$ cat src/rtl/GateLevel4BitAdder.sv
// rtl/GateLevel4BitAdder.sv - 4-bit gate-level ripple-carry adder slice
module GateLevel4BitAdder (
  input  logic [3:0] a,
  input  logic [3:0] b,
  input  logic       cin,
  output logic [3:0] s,
  output logic       cout
);

  logic [4:0] c;
  logic [3:0] p;
  logic [3:0] g;

  assign c[0] = cin;

  genvar k;
  generate
    for (k = 0; k < 4; k++) begin : g_fa
      assign p[k]   = a[k] ^ b[k];
      assign g[k]   = a[k] & b[k];
      assign s[k]   = p[k] ^ c[k];
      assign c[k+1] = g[k] | (p[k] & c[k]);
    end
  endgenerate

  assign cout = c[4];

endmodule

$ cat src/rtl/nibble_serial_adder_ctrl.sv
// rtl/nibble_serial_adder_ctrl.sv - nibble-serial adder sequencer; optional NSA_SIGNED_OVERFLOW_EN adds overflow output
module nibble_serial_adder_ctrl #(
  parameter int NIBBLES = 4
) (
  input  logic                 clk,
  input  logic                 rst_n,
  input  logic                 in_valid,
  output logic                 in_ready,
  input  logic [4*NIBBLES-1:0] a,
  input  logic [4*NIBBLES-1:0] b,
  input  logic                 cin,
  output logic                 out_valid,
  input  logic                 out_ready,
  output logic [4*NIBBLES-1:0] sum,
  output logic                 cout
`ifdef NSA_SIGNED_OVERFLOW_EN
  ,
  output logic                 overflow
`endif
);

  localparam int W  = 4 * NIBBLES;
  localparam int IW = (NIBBLES > 1) ? $clog2(NIBBLES) : 1;
  localparam logic [IW-1:0] LAST_IDX = IW'(NIBBLES - 1);

  typedef enum logic [1:0] {IDLE, RUN, DONE} state_t;

  state_t         state_q, state_d;
  logic [IW-1:0]  idx_q, idx_d;
  logic           carry_q, carry_d;
  logic [W-1:0]   op_a_q, op_a_d;
  logic [W-1:0]   op_b_q, op_b_d;
  logic [W-1:0]   sum_q, sum_d;
  logic           cout_q, cout_d;
  logic           in_ready_q, in_ready_d;
  logic           out_valid_q, out_valid_d;
`ifdef NSA_SIGNED_OVERFLOW_EN
  logic           ovf_q, ovf_d;
  logic           msb_carry_in;
`endif

  logic [3:0]     slice_a;
  logic [3:0]     slice_b;
  logic [3:0]     slice_s;
  logic           slice_cout;

  // Route the nibble selected by the current index into the slice
  always_comb begin
    slice_a = 4'h0;
    slice_b = 4'h0;
    for (int i = 0; i < NIBBLES; i++) begin
      if (idx_q == IW'(i)) begin
        slice_a = op_a_q[4*i +: 4];
        slice_b = op_b_q[4*i +: 4];
      end
    end
  end

  GateLevel4BitAdder u_slice (
    .a    (slice_a),
    .b    (slice_b),
    .cin  (carry_q),
    .s    (slice_s),
    .cout (slice_cout)
  );

`ifdef NSA_SIGNED_OVERFLOW_EN
  // Carry into the MSB recovered from the MSB sum bit, since the slice hides it
  assign msb_carry_in = op_a_q[W-1] ^ op_b_q[W-1] ^ slice_s[3];
`endif

  // Next-state and next-output computation for the IDLE/RUN/DONE sequencer
  always_comb begin
    state_d     = state_q;
    idx_d       = idx_q;
    carry_d     = carry_q;
    op_a_d      = op_a_q;
    op_b_d      = op_b_q;
    sum_d       = sum_q;
    cout_d      = cout_q;
    in_ready_d  = in_ready_q;
    out_valid_d = out_valid_q;
`ifdef NSA_SIGNED_OVERFLOW_EN
    ovf_d       = ovf_q;
`endif
    case (state_q)
      IDLE: begin
        if (in_valid && in_ready_q) begin
          op_a_d     = a;
          op_b_d     = b;
          carry_d    = cin;
          idx_d      = '0;
          sum_d      = '0;
          cout_d     = 1'b0;
`ifdef NSA_SIGNED_OVERFLOW_EN
          ovf_d      = 1'b0;
`endif
          in_ready_d = 1'b0;
          state_d    = RUN;
        end
      end
      RUN: begin
        for (int i = 0; i < NIBBLES; i++) begin
          if (idx_q == IW'(i)) begin
            sum_d[4*i +: 4] = slice_s;
          end
        end
        carry_d = slice_cout;
        idx_d   = idx_q + 1'b1;
        if (idx_q == LAST_IDX) begin
          cout_d      = slice_cout;
`ifdef NSA_SIGNED_OVERFLOW_EN
          ovf_d       = msb_carry_in ^ slice_cout;
`endif
          idx_d       = '0;
          out_valid_d = 1'b1;
          state_d     = DONE;
        end
      end
      DONE: begin
        // in_ready only returns the cycle after the output handshake
        if (out_ready) begin
          out_valid_d = 1'b0;
          in_ready_d  = 1'b1;
          state_d     = IDLE;
        end
      end
      default: begin
        state_d     = IDLE;
        in_ready_d  = 1'b1;
        out_valid_d = 1'b0;
      end
    endcase
  end

  // All sequencer state and registered outputs; reset discards any partial result
  always_ff @(posedge clk or negedge rst_n) begin
    if (!rst_n) begin
      state_q     <= IDLE;
      idx_q       <= '0;
      carry_q     <= 1'b0;
      op_a_q      <= '0;
      op_b_q      <= '0;
      sum_q       <= '0;
      cout_q      <= 1'b0;
      in_ready_q  <= 1'b1;
      out_valid_q <= 1'b0;
`ifdef NSA_SIGNED_OVERFLOW_EN
      ovf_q       <= 1'b0;
`endif
    end else begin
      state_q     <= state_d;
      idx_q       <= idx_d;
      carry_q     <= carry_d;
      op_a_q      <= op_a_d;
      op_b_q      <= op_b_d;
      sum_q       <= sum_d;
      cout_q      <= cout_d;
      in_ready_q  <= in_ready_d;
      out_valid_q <= out_valid_d;
`ifdef NSA_SIGNED_OVERFLOW_EN
      ovf_q       <= ovf_d;
`endif
    end
  end

  assign in_ready  = in_ready_q;
  assign out_valid = out_valid_q;
  assign sum       = sum_q;
  assign cout      = cout_q;
`ifdef NSA_SIGNED_OVERFLOW_EN
  assign overflow  = ovf_q;
`endif

endmodule

$ cat config.mk
export PLATFORM = sky130hd
export DESIGN_NAME = nibble_serial_adder_ctrl
export DESIGN_NICKNAME = d
export VERILOG_FILES = /design/src/rtl/GateLevel4BitAdder.sv /design/src/rtl/nibble_serial_adder_ctrl.sv
export SDC_FILE = /design/constraint.sdc
export NUM_CORES = 1
export LEC_CHECK = 0
export BUFFER_PORTS_ARGS = -buffer_cell sky130_fd_sc_hd__buf_4
export CAP_MARGIN = 40
export CORE_AREA = 2 2 76 78
export DETAILED_ROUTE_END_ITERATION = 12
export DIE_AREA = 0 0 78 80
export PLACE_DENSITY = 0.71
export SLEW_MARGIN = 15
export SYNTH_ARGS = -nofsm -noshare
export SYNTH_HDL_FRONTEND = slang
export SYNTH_HIERARCHICAL = 1
export SYNTH_SLANG_ARGS = --single-unit
$ cat constraint.sdc
create_clock -name clk -period 4 [get_ports clk]
set_input_delay 0.8 -clock clk [delete_from_list [all_inputs] [get_ports clk]]
set_output_delay 0.8 -clock clk [all_outputs]
set_load 0.02 [all_outputs]
; Word level (Yosys, flattened, before mapping)
; Cells that the tools add are included.
[word_totals]
regBits = 56
latchBits = 0
ram_bits = 0
rom_bits = 0
out_inout_bits = 19
word_cells = 90
mem_count = 0
[op_classes]
add_sub_neg = 1
n_mul = 0
div_mod_pow = 0
magnitude_cmp = 0
n_eq_ne = 11
shifts = 0
muxes = 31
bitwise_logic = 22
reduce_logical = 13
[op_table]
columns = operator, n
row1 = 4-bit two-way mux, 12
row2 = 16-bit one-hot mux with 2 select lines, 1
row3 = 3-bit AND reduction, 7
row4 = 16-bit two-way mux, 1
row5 = 2-bit inequality test (second input constant), 6
row6 = 2-bit two-way mux, 5
row7 = 1-bit AND, 8
row8 = 1-bit bitwise XOR, 8
row9 = 2-bit equality test (second input constant), 3
row10 = 1-bit two-way mux, 6
row11 = 1-bit one-hot mux with 3 select lines, 2
row12 = 2-bit one-hot mux with 3 select lines, 1
row13 = 2-bit by 1-bit equality test with 1-bit output (second input constant), 2
row14 = 2-bit logical NOT, 2
row15 = 1-bit OR, 4
row16 = 1-bit one-hot mux with 2 select lines, 2
row17 = 2-bit one-hot mux with 2 select lines, 1
row18 = 2-bit AND reduction, 2
row19 = 2-bit by 1-bit adder with 2-bit output (second input constant), 1
row20 = 1-bit inverter, 2
row21 = 2-bit nonzero test, 1
row22 = 1-bit logical AND, 1

; Longest topological paths before layout
; Gate-level depths: netlist (run 1).
[logic_depth]
depth_word = 16
mapped_depth = 15

; Modules after synthesis
; Netlist (run 1), hierarchy kept.
[by_module_without_submodules]
columns = mod, instances, cells_each, area_per_inst_um2, seq_area_each_um2
row1 = nibble_serial_adder_ctrl, 1, 187, 2499.9, 1402.6
row2 = GateLevel4BitAdder, 1, 14, 117.6, 0.0

; Worst setup path before layout (run 1)
; No wires, ideal clock.
[synth_path]
path_type = register -> register
start = register idx_q[0]
end = register sum_q[11], in the netlist sum[11]
setup_ps = 121
arrival_time_ps = 2941
required_time_ps = 3879
path_slack_ps = 938
path_stages_with_launch = 15
period_less_slack_ps = 3062
path_cell_list = dfrtp_1 -> inv_1 -> ha_1 -> nor2b_1 -> a221oi_1 -> o31ai_1 -> inv_1 -> fa_1 -> inv_1 -> fa_1 -> fa_1 -> inv_1 -> fa_1 -> inv_1 -> a22o_1
[synth_via]
elab_chain_len = 15
elab_cells_between_ends = 30
[synth_rtl]
columns = item, line_no
row1 = from (decl), nibble_serial_adder_ctrl.sv:29  ; logic [IW-1:0] idx_q, idx_d;
row2 = from (signal assigned), nibble_serial_adder_ctrl.sv:153  ; idx_q <= idx_d;
row3 = 2-bit logical NOT, nibble_serial_adder_ctrl.sv:52  ; if (idx_q == IW'(i)) begin
row4 = 4-bit two-way mux (3 in series), nibble_serial_adder_ctrl.sv:52
row5 = 4-bit two-way mux *, nibble_serial_adder_ctrl.sv:52
row6 = net slice_a[0], nibble_serial_adder_ctrl.sv:42  ; logic [3:0] slice_a;
row7 = 1-bit bitwise XOR, GateLevel4BitAdder.sv:19  ; assign p[k] = a[k] ^ b[k];
row8 = 1-bit AND, GateLevel4BitAdder.sv:22  ; assign c[k+1] = g[k] | (p[k] & c[k]);
row9 = 1-bit OR *, GateLevel4BitAdder.sv:22
row10 = 1-bit AND *, GateLevel4BitAdder.sv:22
row11 = 1-bit OR *, GateLevel4BitAdder.sv:22
row12 = 1-bit AND *, GateLevel4BitAdder.sv:22
row13 = 1-bit OR *, GateLevel4BitAdder.sv:22
row14 = 1-bit bitwise XOR *, GateLevel4BitAdder.sv:21  ; assign s[k] = p[k] ^ c[k];
row15 = net slice_s[3], nibble_serial_adder_ctrl.sv:44  ; logic [3:0] slice_s;
row16 = 4-bit two-way mux *, nibble_serial_adder_ctrl.sv:104  ; if (idx_q == IW'(i)) begin
row17 = 16-bit one-hot mux with 2 select lines *, nibble_serial_adder_ctrl.sv:86  ; case (state_q)
row18 = to (signal assigned), nibble_serial_adder_ctrl.sv:157  ; sum_q <= sum_d;
row19 = to (decl), nibble_serial_adder_ctrl.sv:33  ; logic [W-1:0] sum_q, sum_d;
; Mark *: on every way through the listed nets, which the timed path passes. The rest lies on a longest branch. The select of a mux whose other input is x is not followed.
; A chain may end at the register's enable or synchronous reset.

; Final worst setup path (run 1)
; Ends and elaborated chain as after synthesis.

==> summary.txt, run 1 <==
Clock network
  • Clock Sinks: 56
  • Longest Clk Path Bufs: 2
  • Clock-pin slew on the worst setup and hold paths: 100 ps
  • CTS resizes: 0
  • CTS root buf: clkbuf_8
  • Setup Buffers After CTS: 0
  • TritonCTS clock tree: done
  • Worst skew pair latency: 320 ps
  • Hold Buf Count CTS: 0
  • CTS Buf Count: 5
  • H-tree depth: 2

Run
  • Max cap viols: 0

Synth
  • Seq/Total Area, Yosys: 0.536
  • Top post-synthesis cells by count: 55 x dfrtp_1, 23 x mux2_2, 18 x a22o_1
  • Synth Flop Type: dfrtp_1
  • XOR/XNOR Fraction of Synth Area: 0
  • Number of flops mapped to enable cells by yosys: 0
  • Proportion of synthesized area in mux cells: 0.145
  • YS warnings: 6
  • Simple-gate area share of the yosys netlist: 0.0822
  • Unique masters post-synth: 30
  • Post-synthesis adder-cell area fraction: 0.0497
  • Synth top area cells: dfrtp_1 53%, mux2_2 9.9%, a22o_1 6.0%, mux2_4 4.6%, fa_1 3.1%
  • FFs w/ async S/R, synth: 1.00
  • Synthesized flop and latch total: 56
  • Post-Synthesis Cells: 201
  • Top cell type's share of synthesized area: 0.526
  • Syn_nets: 246
  • Post-synth design cell area: 2620 um^2
  • Post-synthesis area per instance: 13.0 um^2
  • Combinational family with the most area after synthesis: multiplexers
  • Compound-cell area share of the yosys netlist: 0.131
  • Leading area contributor after synthesis: dfrtp_1
  • Count leader, synth: dfrtp_1

Timing
  • RSZ-0062 raised after global routing: no
  • Final Hold Fails: 0
  • Final setup vio count: 0
  • Setup WS post-layout: 454 ps
  • Worst Tran Pin Value: 703 ps
  • Slew margin rel.: 0.532
  • Final period utilization: 0.886
  • Max Clk Rate: 282 MHz
  • Setup Skew: 7.80 ps
  • Setup TNS Final: 0 ps
  • Crit path time final: 3550 ps
  • Slew Limit Fails: 0
  • Hold slack final: 508 ps

Worst setup path
  • CP Capture Type: register
  • Worst path cell trace: inv_1, ha_1, nor2b_1, a221oi_1, o31ai_1, inv_1, fa_1, inv_1, fa_1, fa_1, inv_1, fa_1, inv_1, a22o_1
  • CP max FO: 7
  • Worst Path Buf+Inv: 5
  • Worst EP arrival: 3760 ps
  • Critical path class: reg2reg
  • Required time of the worst setup path: 4210 ps
  • Startpoint Class: register
  • Critical Path Most Common Cell: inv_1
  • Top cell family by delay on the critical path: adder cells
  • Slowest CP cell: nor2b_1
  • Critical Path Max Stage Delay: 510 ps

Placement
  • Place WS: 523 ps
  • Gpl congestion: 0.762
  • Placed inst area: 3040 um^2
  • Placed insts: 319
  • Hpwl dp: 3730 um
  • Number of port buffers: 55

Cells and area
  • Finished Cell Area: 3170 um^2
  • Layout Nets: 299
  • Final core occ: 0.586
  • N_diodes: 0
  • Layout cells sized above 1: 0.396
  • Final cell count without fillers: 327
  • Multi-input logic area: 1070 um^2
  • Sequential Area: 1400 um^2
  • Area grow syn2layout: 20.9%
  • Fillcell total: 454

Global route
  • Initial antenna violation count: 0
  • Global-route wire length before repair: 8830 um
  • Vias in the first global route: 1861
  • GRT overflow: 0
  • Gr usage total: 0.181
  • Largest net degree at the start of global routing: 57

Drt
  • Remaining antenna violation count: 0
  • Pre-antenna DRT Iters: 5
  • Final WL: 5180 um
  • DRC: 0
  • Via Count: 1763
  • 1st-iter DRT viols: 110
  • WL per Instance: 15.8 um
  • Vias per cell: 5.39

Floorplan
  • Placement Rows: 27
  • # IOs: 56
  • Core area: 5410 um^2
  • Die Ht: 80 um
  • Die X: 78 um
  • Initial Util: 0.484
  • Die area: 6240 um^2

Power and ir drop
  • Pwr Density: 779 nW/um^2
  • VDD IR-drop max: 0.324 mV
  • Overall power: 2.46 mW
  • Leak Pwr: 1.55 nW

Worst hold path
  • HP Class: in2async

Status
  • Status: finished clean
layer usage:
| layer | GRT usage | vias up | part of all wire |
|---|---|---|---|
| li1 | - | 824 | - |
| met5 | 0 | - | 0 |
| met4 | 0.0456 | 0 | 0.011 |
| met3 | 0.0407 | 6 | 0.066 |
| met1 | 0.255 | 856 | 0.45 |
| met2 | 0.287 | 77 | 0.47 |
cell type report:
| class | count | share of cell area |
|---|---|---|
| clock buffers | 6 | 0.0261 |
| clock inverters | 2 | 0.0123 |
| inverters | 15 | 0.0178 |
| multi-input cells | 119 | 0.337 |
| flip-flops and latches | 56 | 0.443 |
| well taps | 72 | 0.0285 |
| repair buffers | 57 | 0.135 |
power breakdown:
group	internal [mW]	switching (mW)	total, mW	leakage [nW]
Combinational	0.523	0.602	1.13	0.773
Sequential	0.798	0.154	0.953	0.712
Clock	0.205	0.182	0.387	0.0614
cell usage in the layout (no fill, tap or decap), types with 2 or more instances in the layout:
cell	instances
nand3b_1	2
fa_1	4
o31ai_1	8
and3b_1	4
inv_1	15
a22o_1	18
nor2_4	2
nor2_1	3
buf_4	57
nor2b_1	8
nand2b_1	2
mux2_2	23
a21oi_1	4
o21ai_0	3
nand2_1	12
dfrtp_1	55
ha_1	4
a221oi_1	7
clkbuf_8	6
mux2_4	8
logic make-up after synthesis:
kind of cell | count (synthesis)
buffers and inverters | 26
adders and majority gates | 8
and+or+nand+nor | 36
AOI/OAI and AO/OA | 44
muxes | 31
DFF | 56
registers in the layout, indices dropped and copies added, names as in the netlist:
signal,count
idx_q,2
state_q,2
cout,1
out_valid,1
sum,16
in_ready,1
carry_q,1
op_a_q,16
op_b_q,16
worst paths after layout:
| path | startpoint | to | slack, ps | cells after the start |
|---|---|---|---|---|
| max | idx_q[0] | sum[11] | 450 | 14 |
| min | rst_n | sum[4] | 510 | 1 |
| max reg2reg | idx_q[0] | sum[11] | 450 | 14 |
| min reg2reg | sum[8] | sum[8] | 510 | 1 |
| max in group asynchronous | rst_n | idx_q[1] | 3040 | 1 |
| min in group clk | sum[8] | sum[8] | 510 | 1 |
Note: power is estimated with default switching activity, not from simulation.
==> run 2, diff against run 1 <==
--- a/config.mk
+++ b/config.mk
@@ -5,11 +5,12 @@
 export SDC_FILE = /design/constraint.sdc
 export NUM_CORES = 1
 export LEC_CHECK = 0
+export ABC_AREA = 1
 export BUFFER_PORTS_ARGS = -buffer_cell sky130_fd_sc_hd__buf_4
 export CAP_MARGIN = 40
-export CORE_AREA = 2 2 76 78
+export CORE_AREA = 2 2 78 80
 export DETAILED_ROUTE_END_ITERATION = 12
-export DIE_AREA = 0 0 78 80
+export DIE_AREA = 0 0 80 82
 export PLACE_DENSITY = 0.71
 export SLEW_MARGIN = 15
 export SYNTH_ARGS = -nofsm -noshare
==> run 2 against run 1 <==
Fmax down 0.38%. Clock power fell by 24%. Setup slack lost 14 ps. Largest power group unchanged. Highest routed layer unchanged.
==> summary.txt, run 2 <==
Status
  • Status: finished clean

Clock network
  • CTS root buf: clkbuf_8
  • Setup Buffers After CTS: 0
  • Worst skew pair latency: 300 ps
  • CTS resizes: 0
  • Clock Sinks: 56
  • Hold Buf Count CTS: 0
  • Longest Clk Path Bufs: 2
  • TritonCTS clock tree: done
  • CTS Buf Count: 5
  • Clock-pin slew on the worst setup and hold paths: 90 ps
  • H-tree depth: 2

Worst setup path
  • Reg2reg path depth: 19
  • Required time of the worst setup path: 4250 ps
  • Critical path class: reg2reg
  • CP Capture Type: register
  • CP max FO: 10
  • Startpoint Class: register
  • Worst EP arrival: 3810 ps

Global route
  • Vias in the first global route: 2182
  • Largest net degree at the start of global routing: 57
  • Gr usage total: 0.193
  • Global-route wire length before repair: 9800 um
  • GRT overflow: 0
  • Initial antenna violation count: 0

Timing
  • Final Hold Fails: 0
  • Final setup vio count: 0
  • Hold slack final: 477 ps
  • Crit path time final: 3560 ps
  • Max Clk Rate: 281 MHz
  • Final period utilization: 0.890
  • Slew Limit Fails: 0
  • Slew margin rel.: 0.546
  • Setup WS post-layout: 440 ps
  • Setup Skew: 4.77 ps
  • Worst Tran Pin Value: 681 ps
  • RSZ-0062 raised after global routing: no
  • Setup TNS Final: 0 ps

Power and ir drop
  • VDD IR-drop max: 0.343 mV
  • Sequential power share: 0.374
  • Leak Pwr: 1.90 nW
  • Overall power: 2.59 mW
  • Sw frac: 0.457
  • Share of total power in combinational logic: 0.513
  • Psw: 1.19 mW
  • Clock share of power: 0.114
  • Pwr Density: 803 nW/um^2
  • Internal cell power: 1.41 mW

Drt
  • Pre-antenna DRT Iters: 4
  • 1st-iter DRT viols: 105
  • Vias per cell: 4.69
  • DRC: 0
  • Remaining antenna violation count: 0
  • WL per Instance: 11.9 um
  • Via Count: 2266
  • Final WL: 5770 um

Synth
  • Synth top area cells: dfrtp_1 50%, nand2_1 28%, inv_1 3.4%, nor2_1 3.0%, fa_1 2.9%
  • Top cell type's share of synthesized area: 0.500
  • Top post-synthesis cells by count: 203 x nand2_1, 55 x dfrtp_1, 25 x inv_1
  • Post-Synthesis Cells: 357
  • Syn_nets: 402
  • Synthesized flop and latch total: 56
  • Post-synthesis area per instance: 7.70 um^2
  • YS warnings: 6
  • Synth Flop Type: dfrtp_1
  • Leading area contributor after synthesis: dfrtp_1
  • Number of flops mapped to enable cells by yosys: 0
  • FFs w/ async S/R, synth: 1.00
  • Count leader, synth: nand2_1
  • Unique masters post-synth: 21
  • Post-synth design cell area: 2750 um^2
  • Seq/Total Area, Yosys: 0.510

Cells and area
  • Multi-input logic area: 1130 um^2
  • N_diodes: 0
  • Commonest non-fill, non-tap cell in the layout: nand2_1
  • Finished Cell Area: 3230 um^2
  • Area grow syn2layout: 17.6%
  • Final cell count without fillers: 483
  • Most frequent cells in the layout: 203 x nand2_1, 56 x buf_4, 55 x dfrtp_1
  • Fillcell total: 583
  • Sequential Area: 1400 um^2
  • Layout cells sized above 1: 0.167
  • Final core occ: 0.563
  • Layout Nets: 452

Floorplan
  • # IOs: 56
  • Placement Rows: 28
  • Initial Util: 0.479
  • Die X: 80 um
  • Die area: 6560 um^2
  • Die Ht: 82 um
  • Core area: 5750 um^2

Placement
  • Place WS: 492 ps
  • Gpl congestion: 0.918
  • Number of port buffers: 55
  • Hpwl dp: 4180 um
  • Placed inst area: 3150 um^2
  • Placed insts: 475

Run
  • Max cap viols: 0

Worst hold path
  • Worst Hold Depth: 2
  • HP Class: reg2reg
[run 2: cell type report]
type,count,area share
sequential,56,0.434
multi-input combinational,261,0.351
timing repair buffer,56,0.130
inverter,27,0.0313
tap,75,0.0290
clock buffer,8,0.0248
[run 2: metal layers]
layer	GRT usage	vias up	share of wire
li1	-	1168	-
met1	0.250	1035	0.47
met2	0.326	51	0.47
met3	0.0418	12	0.045
met4	0.0627	0	0.021
met5	0	-	0
[run 2: power groups by stage]
stage / registers (mW) / logic [mW] / clock network [mW]
detailed placement: 0.974 / 1.34 / 0
global placement: 0.974 / 1.30 / 0
floorplan: 0.997 / 0.964 / 0
finish: 0.969 / 1.33 / 0.295
CTS: 0.965 / 1.35 / 0.302
global route: 0.993 / 1.55 / 0.324
[run 2: worst paths after layout]
path	from	to	slack [ps]
max	idx_q[0]	sum[15]	440
min	sum[0]	sum[0]	480
max reg2reg	idx_q[0]	sum[15]	440
min reg2reg	sum[0]	sum[0]	480
max in group asynchronous	rst_n	carry_q	3020
min in group asynchronous	rst_n	out_valid	530
[run 2: cells by family (layout without fill, tap and decap cells)]
kind of cell    after synthesis  count (layout)  synth area share
fa+ha+maj                     8               8            0.0473
compound gates               14              14            0.0255
buf+inv                      40              91            0.0773
flops                        56              56             0.510
simple gates                239             239             0.340
[run 2: worst max-delay path: stages (launching register included)]
cell and delay [ps]:
dfrtp_1 440, inv_1 110, ha_1 320, clkinv_1 320, nor2_1 160, nor2_1 50, nand2_1 90, nand2_1 50
inv_1 70, fa_1 160, inv_1 40, fa_1 380, fa_1 370, inv_1 70, fa_1 400, inv_1 60
inv_1 30, nor2_1 220, nand2_1 80, nand2_1 60
==> run 3, diff against run 2 <==
--- a/config.mk
+++ b/config.mk
@@ -8,12 +8,12 @@
 export ABC_AREA = 1
 export BUFFER_PORTS_ARGS = -buffer_cell sky130_fd_sc_hd__buf_4
 export CAP_MARGIN = 40
-export CORE_AREA = 2 2 78 80
+export CORE_AREA = 2 2 89 91
 export DETAILED_ROUTE_END_ITERATION = 12
-export DIE_AREA = 0 0 80 82
-export PLACE_DENSITY = 0.71
+export DIE_AREA = 0 0 91 93
+export PLACE_DENSITY = 0.56
+export SETUP_SLACK_MARGIN = 0.15
 export SLEW_MARGIN = 15
 export SYNTH_ARGS = -nofsm -noshare
 export SYNTH_HDL_FRONTEND = slang
-export SYNTH_HIERARCHICAL = 1
 export SYNTH_SLANG_ARGS = --single-unit
==> run 3 against run 2 <==
Final cell count up 1.2%. Global-route usage is 3.2 points lower. Largest cell class unchanged. Utilization fell by 12 points. Clock-buffer cell count stayed put. Critical path type unchanged. Synthesized cell count fell by 5.9%. Largest power group unchanged.
==> summary.txt, run 3 <==
Floorplan
  • # IOs: 56
  • Die Ht: 93 um
  • Die X: 91 um
  • Die area: 8460 um^2
  • Core area: 7530 um^2
  • Initial Util: 0.365
  • Placement Rows: 32

Worst hold path
  • Hold path start: sum[1]
  • HP Class: reg2reg
  • WHS Endpoint: sum[1]
  • Worst Hold Depth: 2

Cells and area
  • Fillcell total: 811
  • Most frequent cells in the layout: 171 x nand2_1, 55 x dfrtp_1, 55 x buf_4
  • Finished Cell Area: 3300 um^2
  • Commonest non-fill, non-tap cell in the layout: nand2_1
  • Layout cells sized above 1: 0.217
  • Layout Nets: 431
  • Area grow syn2layout: 20.1%
  • N_diodes: 0

Drt
  • Final WL: 6480 um
  • Remaining antenna violation count: 0
  • DRC: 0
  • Pre-antenna DRT Iters: 6
  • WL per Instance: 13.3 um
  • Vias per cell: 4.60
  • 1st-iter DRT viols: 76
  • Via Count: 2247

Worst setup path
  • Slowest CP cell: ha_1
  • CP max FO: 18
  • Critical Path Max Stage Delay: 590 ps
  • Startpoint Class: register
  • RR Endpoint: sum[15]
  • Worst EP arrival: 3540 ps
  • Required time of the worst setup path: 4240 ps
  • RR Startpoint: idx_q[1]
  • R2r setup slk: 700 ps
  • Reg2reg path depth: 13
  • Critical path class: reg2reg
  • CP Capture Type: register
  • Worst path cell trace: ha_1, inv_1, or2_2, nand2_1, fa_1, fa_1, inv_1, fa_1, inv_1, fa_1, nor2_1, nand2_1, nand2_1
  • Critical Path Most Common Cell: fa_1

Synth
  • Leading area contributor after synthesis: dfrtp_1
  • FFs w/ async S/R, synth: 1.00
  • Syn_nets: 381
  • Seq/Total Area, Yosys: 0.510
  • Number of flops mapped to enable cells by yosys: 0
  • Synthesized flop and latch total: 56
  • YS warnings: 0
  • Unique masters post-synth: 24
  • Count leader, synth: nand2_1
  • Top post-synthesis cells by count: 171 x nand2_1, 55 x dfrtp_1, 18 x inv_1
  • Synth top area cells: dfrtp_1 50%, nand2_1 23%, fa_1 2.9%, nand3_1 2.9%, inv_1 2.5%
  • Post-synthesis area per instance: 8.18 um^2
  • Synth Flop Type: dfrtp_1
  • Top cell type's share of synthesized area: 0.501
  • Post-synth design cell area: 2750 um^2
  • Post-Synthesis Cells: 336

Placement
  • Number of port buffers: 55
  • Gpl congestion: 0.841
  • Hpwl dp: 4820 um
  • Placed inst area: 3210 um^2

Power and ir drop
  • Leak Pwr: 1.81 nW
  • Pwr Density: 803 nW/um^2
  • VDD IR-drop max: 0.241 mV

Global route
  • Global-route wire length before repair: 10900 um
  • Largest net degree at the start of global routing: 57
  • Initial antenna violation count: 0
  • Gr usage total: 0.162
  • Vias in the first global route: 2160
  • GRT overflow: 0

Status
  • Status: finished clean

Timing
  • Max Clk Rate: 303 MHz
  • RSZ-0062 raised after global routing: no
  • Slew Limit Fails: 0
  • Final Hold Fails: 0
  • Setup Skew: 6.08 ps
  • Worst Tran Pin Value: 707 ps
  • Final setup vio count: 0
  • Final period utilization: 0.824
  • Setup TNS Final: 0 ps
  • Crit path time final: 3300 ps
  • Slew margin rel.: 0.529

Clock network
  • Worst skew pair latency: 300 ps
  • Hold Buf Count CTS: 0
  • CTS Buf Count: 5
  • CTS root buf: clkbuf_8
  • Setup Buffers After CTS: 0
  • TritonCTS clock tree: done
  • Clock-pin slew on the worst setup and hold paths: 100 ps
  • Clock Sinks: 56
  • CTS resizes: 0
  • H-tree depth: 2
  • Longest Clk Path Bufs: 2

Run
  • Max cap viols: 0
run 3: cell count changes after synthesis, sizes merged:
cell / delta
clkbuf: -1
nand2: -30
o31ai: +1
a21oi: +2
nand3: +6
inv: -4
buf: +1
nor2: -11
o21ai: +8
a21boi: +3
or2: +4
run 3: per-stage QoR:
step	utilization	instances	hold slack, ps	worst slack [ps]	total power [mW]
after floorplan	-	336	441	1080	1.94
after global placement	0.423	480	456	832	2.32
after detailed placement	0.426	481	462	726	2.36
after CTS	0.438	489	485	695	2.69
after global routing	0.438	489	499	448	2.91
final	0.438	489	478	704	2.65
run 3: worst max-delay path by stage:
stage / start / to
2_1_floorplan: idx_q[0] / sum[11]
4_1_cts: idx_q[1] / sum[15]
3_3_place_gp: idx_q[0] / sum[15]
5_1_grt: idx_q[0] / sum[3]
6_report: idx_q[1] / sum[15]
3_5_place_dp: idx_q[1] / sum[15]
run 3: critical path: cells and delay by family (launching register included):
family / cells / cell delay (ps)
adders and majority gates: 5 / 1690
DFF: 1 / 390
and+or+nand+nor: 5 / 800
buffers and inverters: 3 / 360
run 3: kinds of logic (layout without fill, tap and decap cells):
logic type | after synthesis | count (layout) | synth area share
fa+ha+maj | 8 | 8 | 0.0474
flops | 56 | 56 | 0.510
simple gates | 208 | 208 | 0.308
compound gates | 28 | 28 | 0.0642
buf+inv | 36 | 87 | 0.0701
run 3: routing by layer:
metal  GRT usage  routed length, um  part of all wire
met3      0.0306                240             0.037
met5           0                  0                 0
met2       0.266               3100              0.48
met4      0.0492                140             0.022
met1       0.218               3010              0.46
run 3: power breakdown:
group          total [mW]  switching [mW]  internal, mW
logic                1.37           0.869         0.497
clock network       0.315           0.173         0.142
registers           0.969           0.159         0.810
run 3: layout make-up:
cell class / count / area [um^2] / area share
clock buffers: 8 / 90.1 / 0.0273
well taps: 102 / 128 / 0.0387
inverters: 23 / 86.3 / 0.0262
flip-flops and latches: 56 / 1400 / 0.425
multi-input cells: 244 / 1150 / 0.349
repair buffers: 56 / 440 / 0.133
